## config.mk

```make
export PLATFORM = sky130hd
export DESIGN_NAME = alu_logic_pipe
export DESIGN_NICKNAME = d
export VERILOG_FILES = /design/src/rtl/alu_logic_pipe.sv
export SDC_FILE = /design/constraint.sdc
export NUM_CORES = 1
export LEC_CHECK = 0
export CAP_MARGIN = 20
export CORE_MARGIN = 2
export CORE_UTILIZATION = 60
export CTS_BUF_LIST = sky130_fd_sc_hd__clkbuf_4 sky130_fd_sc_hd__clkbuf_8
export DETAILED_ROUTE_END_ITERATION = 16
export DONT_BUFFER_PORTS = 1
export PLACE_DENSITY = 0.9
export SYNTH_ARGS = -nofsm -noshare
export SYNTH_HDL_FRONTEND = slang
export SYNTH_SLANG_ARGS = --single-unit
```

## constraint.sdc

```tcl
create_clock -name clk -period 3 [get_ports clk]
set_input_delay 0.3 -clock clk [delete_from_list [all_inputs] [get_ports clk]]
set_output_delay 0.3 -clock clk [all_outputs]
set_load 0.02 [all_outputs]
```

## src/rtl/alu_logic_pipe.sv

```systemverilog
// alu_logic_pipe: two-stage valid/ready pipelined bitwise logic unit.
// S1 registers the operands and op. S2 registers the result and the zero/all-ones flags.
// The outputs are driven only from S2 registers.
module alu_logic_pipe #(
    parameter int WIDTH = 32
) (
    input  logic             clk,
    input  logic             rst,
    input  logic             in_valid,
    output logic             in_ready,
    input  logic [WIDTH-1:0] in_a,
    input  logic [WIDTH-1:0] in_b,
    input  logic [2:0]       in_op,
    output logic             out_valid,
    input  logic             out_ready,
    output logic [WIDTH-1:0] out_result,
    output logic             out_zero,
    output logic             out_ones
);

    localparam logic [2:0] OP_AND  = 3'b000;
    localparam logic [2:0] OP_OR   = 3'b001;
    localparam logic [2:0] OP_XOR  = 3'b010;
    localparam logic [2:0] OP_NOR  = 3'b011;
    localparam logic [2:0] OP_ANDN = 3'b100;
    localparam logic [2:0] OP_ORN  = 3'b101;
    localparam logic [2:0] OP_PASS = 3'b110;
    localparam logic [2:0] OP_NOT  = 3'b111;

    logic             s1_valid;
    logic [WIDTH-1:0] s1_a;
    logic [WIDTH-1:0] s1_b;
    logic [2:0]       s1_op;

    logic             s2_valid;
    logic [WIDTH-1:0] s2_result;
    logic             s2_zero;
    logic             s2_ones;

    logic             s1_load;
    logic             s2_load;
    logic [WIDTH-1:0] res_next;

    // Stage load enables. A held S2 holds S1, and in_ready follows from that.
    always_comb begin
        s2_load  = !s2_valid || out_ready;
        s1_load  = !s1_valid || s2_load;
        in_ready = s1_load;
    end

    // The logic operation is evaluated between S1 and S2.
    always_comb begin
        res_next = '0;
        unique case (s1_op)
            OP_AND:  res_next = s1_a & s1_b;
            OP_OR:   res_next = s1_a | s1_b;
            OP_XOR:  res_next = s1_a ^ s1_b;
            OP_NOR:  res_next = ~(s1_a | s1_b);
            OP_ANDN: res_next = s1_a & ~s1_b;
            OP_ORN:  res_next = s1_a | ~s1_b;
            OP_PASS: res_next = s1_a;
            OP_NOT:  res_next = ~s1_a;
            default: res_next = '0;
        endcase
    end

    // S1 captures the operands. Data is loaded only when in_valid is high,
    // so idle X values on the inputs never reach the pipeline.
    always_ff @(posedge clk or posedge rst) begin
        if (rst) begin
            s1_valid <= 1'b0;
            s1_a     <= '0;
            s1_b     <= '0;
            s1_op    <= '0;
        end else if (s1_load) begin
            s1_valid <= in_valid;
            if (in_valid) begin
                s1_a  <= in_a;
                s1_b  <= in_b;
                s1_op <= in_op;
            end
        end
    end

    // S2 captures the result and the flags. They hold while downstream stalls.
    always_ff @(posedge clk or posedge rst) begin
        if (rst) begin
            s2_valid  <= 1'b0;
            s2_result <= '0;
            s2_zero   <= 1'b0;
            s2_ones   <= 1'b0;
        end else if (s2_load) begin
            s2_valid <= s1_valid;
            if (s1_valid) begin
                s2_result <= res_next;
                s2_zero   <= ~|res_next;
                s2_ones   <= &res_next;
            end
        end
    end

    assign out_valid  = s2_valid;
    assign out_result = s2_result;
    assign out_zero   = s2_zero;
    assign out_ones   = s2_ones;

endmodule

```

Word level (Yosys, flattened, before mapping). Index checks and enable logic that the tools add are counted.

Bitwise gates (word level): 8. Muxes and demuxes: 1. Eq/ne operators: 7. Reductions and logical operators: 10.

Operators with widths (count): 32-bit one-hot mux with 8 select lines (1); 32-bit inverter (3); 32-bit bitwise AND (2); 32-bit OR (2); 32-bit AND reduction (1); 32-bit OR reduction (1); 32-bit XOR (1); 3-bit == test, second input constant (4); 3-bit by 2-bit == test with 1-bit output, second input constant (2); 2-bit AND reduction (2); 3-bit by 1-bit == test with 1-bit output, second input constant (1); 1-bit zero test (3); 3-bit zero test (1); 1-bit logical OR (2).

Output and inout bits: 36. Word-level logic and storage cells: 34. Register bits: 103. Input bits: 71.

Logic depth before layout (Yosys ltp).
Depth in word-level cells: 5. Depth in mapped cells: 11. Mapped depth without buffers: 9.

Worst setup path before layout. OpenSTA, ideal clock, no wires.

Kind: reg2reg. Start: register s1_a[4]. End: register s2_zero (netlist: out_zero). Stages on the path, launching flop included: 10. Required time: 2924 ps. Period minus slack after synthesis: 2221 ps. Setup time: 76 ps. Path buffers: 0. Setup slack: 779 ps. Arrival: 2145 ps. Cells stage by stage: dfrtp_1 -> inv_1 -> ha_1 -> mux2_2 -> a21oi_1 -> a32oi_1 -> nor4_2 -> nand4b_1 -> or4_1 -> o21ai_1.

Word-level cells in the longest chain between the ends: 5. Elaborated cells on any way between the ends: 10. Those cells by class: 1 x mux; 7 x bitwise; 2 x reduce/logical.

Ends and longest elaborated chain: from (decl) (line 31) `logic [WIDTH-1:0] s1_a;`; from (signal assigned) (line 78) `s1_a <= in_a;`; 32-bit OR (line 56, 58); 32-bit inverter (line 58) `OP_NOR: res_next = ~(s1_a | s1_b);`; 32-bit one-hot mux with 8 select lines * (line 54) `unique case (s1_op)`; 32-bit OR reduction * (line 96) `s2_zero <= ~|res_next;`; 1-bit zero test * (line 96); to (signal assigned) (line 96); to (decl) (line 37) `logic s2_zero;`.

Mark *: on every way between the ends. The rest lies on a longest branch, timed or not. A chain may end at the register's enable or synchronous reset.

Final worst setup path.
Start: register s1_op[2]. End: register s2_ones (netlist: out_ones).

Word-level cells in the longest chain between the ends: 3. Elaborated cells on any way between the ends: 10. Those cells by class: 7 x eq/ne; 1 x mux; 2 x reduce/logical.

Ends and longest elaborated chain: from (decl) (line 33) `logic [2:0] s1_op;`; from (signal assigned) (line 80) `s1_op <= in_op;`; 3-bit == test (tied with other cells) (line 54); 32-bit one-hot mux with 8 select lines * (line 54); 32-bit AND reduction * (line 97) `s2_ones <= &res_next;`; to (signal assigned) (line 97); to (decl) (line 38) `logic s2_ones;`.

Marks and branches as above.

==> impl_metrics.env <==
export IMPL_outcome="completed"
export IMPL_initial_core_util=0.615
export IMPL_rows=40
export IMPL_core_sq_um=12000
export IMPL_path_delay_family="simple AND/OR/NAND/NOR gates"
export IMPL_drcViolationCount=0
export IMPL_yosys_most_used_dff="dfrtp_1"
export IMPL_cts_htree_levels=3
export IMPL_r2r_start="s1_op[2]$_DFFE_PP0P_"
export IMPL_post_place_cells=864
export IMPL_fmax_mhz=365
export IMPL_hold_end="s1_valid$_DFFE_PP0N_"
export IMPL_grt_ovfl_total=0
export IMPL_synth_seq_cells=103
export IMPL_grt_pass1_wl_um=28700
export IMPL_worst_ir_drop_vdd_mv=0.382
export IMPL_syn_area_sq_um=7390
export IMPL_die_area_sq_um=13200
export IMPL_async_flop_share=1.00
export IMPL_final_hold_viol_count=0
export IMPL_cap_viol_max_count=0
export IMPL_final_common_cell="dfrtp_1"
export IMPL_tns_ns=0
export IMPL_tightest_slew_ns=0.876
export IMPL_power_density_nw_per_um2=666
export IMPL_cp_slowest_cell="dfrtp_4"
export IMPL_grt_antenna_before_repair=1
export IMPL_min_path_cells=1
export IMPL_period_minus_slack_ns=2.74
export IMPL_synth_top_area_share=0.349
export IMPL_finalCritPeriodShare=0.914
export IMPL_gp_congestion=0.931
export IMPL_drv_slew=0
export IMPL_cp_max_fo=52
export IMPL_clock_path_buffers=2
export IMPL_worstHoldPathType="input pin to register"
export IMPL_syn_inst=749
export IMPL_syn_area_per_cell_sq_um=9.87
export IMPL_synth_warning_count=0
export IMPL_dpl_cell_area_sq_um=7450
export IMPL_cts_tree="done"
export IMPL_cts_root_buf="clkbuf_8"
export IMPL_rsz0062_at_grt="no"
export IMPL_layout_area_overhead_vs_synth_pct=4.37
export IMPL_via_count=5656
export IMPL_synth_distinct_cells=57
export IMPL_cp_start_kind="register"
export IMPL_path_depth=7
export IMPL_postLayoutCoreUtil=0.642
export IMPL_drt_iter0_markers=527
export IMPL_total_power_w=0.00513
export IMPL_final_cell_mix="dfrtp_1, mux2_2, inv_1, ha_1, nand2_1"
export IMPL_diodes=0
export IMPL_io_pins=107
export IMPL_slew_headroom=0.410
export IMPL_via_per_inst=6.42
export IMPL_wl_per_cell_um=20.4
export IMPL_synth_area_leaders="dfrtp_1, mux2_2, ha_1"
export IMPL_crit_type="register to register"
export IMPL_fin_skew_ns=0.0143
export IMPL_critPathMaxStageDelay_ns=0.72
export IMPL_critPathBufInv=1
export IMPL_ant_nets=0
export IMPL_cts_resized=0
export IMPL_seq_area_frac_synth=0.349
export IMPL_r2r_slack_ns=0.26
export IMPL_cts_buffers=9
export IMPL_synth_edf_count=0
export IMPL_cp_end_kind="register"
export IMPL_firstDrtPassIters=5
export IMPL_reg2reg_depth=7
export IMPL_path_cells="nor3b_4 > nand2_1 > o21ai_1 > inv_1 > or4_1 > nor3_1 > a22o_1"
export IMPL_grt_pass1_vias=5627
export IMPL_nNetsFinal=864
export IMPL_required_ns=3.35
export IMPL_leakagePower_nw=3.47
export IMPL_wirelength_um=17900
export IMPL_yosys_area_top_type="dfrtp_1"
export IMPL_grt_use_total=0.278
export IMPL_arrival_ns=3.09
export IMPL_fin_cells=881
export IMPL_fin_area_sq_um=7710
export IMPL_clock_sinks=103
export IMPL_clk_latency_ns=0.40
export IMPL_drive_gt1_frac=0.188
export IMPL_port_buffer_count=0
export IMPL_die_w_um=115
export IMPL_clk_pin_slew_ns=0.10
export IMPL_synth_fp_nets=884
export IMPL_min_from="in_valid"
export IMPL_finalSetupViolCount=0
export IMPL_grt_max_degree=68
export IMPL_timing_rr_end="out_ones$_DFFE_PP0P_"
export IMPL_fp_dieH_um=115
export IMPL_dp_hpwl_um=13200
kinds of logic (layout without fill, tap and decap cells):
family                     count (synthesis)  count (layout)  synth area share
xor gates and xnor gates                  20              20            0.0237
DFF                                      103             103             0.349
buffers and inverters                    117             102            0.0750
and+or+nand+nor                          167             167             0.121
adders and majority gates                 64              64             0.108
muxes                                    114             114             0.174
AOI/OAI and AO/OA                        164             164             0.149
flip-flops by register name (all words and copies together), names as in the netlist:
signal      count
s1_op           3
out_ones        1
out_valid       1
out_zero        1
s1_valid        1
s1_a           32
s1_b           32
out_result     32
per-stage QoR:
| step | hold slack (ns) | setup slack, ns |
|---|---|---|
| floorplan | 0.408 | 0.779 |
| global placement | 0.106 | 0.353 |
| detailed placement | 0.116 | 0.308 |
| CTS | 0.0196 | 0.286 |
| global route | 0.0250 | 0.115 |
| finish | 0.0207 | 0.259 |
how the worst max path moves through the flow:
| stage | start | to | slack [ns] |
|---|---|---|---|
| 2_1_floorplan | s1_a[4]$_DFFE_PP0P_ | out_zero$_DFFE_PP0P_ | 0.78 |
| 3_5_place_dp | s1_op[2]$_DFFE_PP0P_ | out_ones$_DFFE_PP0P_ | 0.31 |
| 3_3_place_gp | s1_op[2]$_DFFE_PP0P_ | out_ones$_DFFE_PP0P_ | 0.35 |
| 4_1_cts | s1_op[2]$_DFFE_PP0P_ | out_ones$_DFFE_PP0P_ | 0.29 |
| 6_report | s1_op[2]$_DFFE_PP0P_ | out_ones$_DFFE_PP0P_ | 0.26 |
| 5_1_grt | s1_op[2]$_DFFE_PP0P_ | out_ones$_DFFE_PP0P_ | 0.11 |
layer usage:
| metal | vias up | GRT usage | part of all wire |
|---|---|---|---|
| met2 | 215 | 0.455 | 0.48 |
| met5 | - | 0 | 0.00061 |
| met4 | 2 | 0.0803 | 0.015 |
| li1 | 2614 | - | - |
| met1 | 2795 | 0.358 | 0.41 |
| met3 | 30 | 0.0870 | 0.090 |
layout make-up:
type / instances / area, sq um
Clock buffer: 11 / 151
Timing Repair Buffer: 16 / 160
Tap cell: 147 / 184
Multi-Input combinational cell: 529 / 4260
Clock inverter: 5 / 104
Inverter: 70 / 267
Sequential cell: 103 / 2590
Fill cell: 928 / 4300
power breakdown:
part           switching, W  total, W  internal [W]
clock network      0.000512   0.00111      0.000600
registers          0.000606   0.00230       0.00169
logic              0.000939   0.00172      0.000786
worst reg2reg max path, cell delays in order, from the launching register on:
cell and delay (ns):
dfrtp_4 0.72, nor3b_4 0.57, nand2_1 0.13, o21ai_1 0.22, inv_1 0.10, or4_1 0.52, nor3_1 0.26, a22o_1 0.17
synthesized netlist by cell type (7+ instances only):
master    number
a221oi_1      10
inv_1         67
nor2b_1       31
o211ai_1      12
dfrtp_1      103
mux2i_1       18
a21oi_1       29
ha_1          64
nand2_1       54
buf_4          9
nor2_1        11
o21ai_0       46
nand2b_1      21
a211o_1       10
a211oi_1       7
buf_2         16
a221o_1        7
nand3_1       17
xor2_1        14
a32oi_1        7
clkbuf_1      13
mux2_2        94
timing repair:
action | 4_1_cts | 5_1_grt
hold buffers | 1 | 0
buffers inserted | 0 | 0
endpoints found under the hold margin | 8 | 0
(Power assumes the default switching activity.)
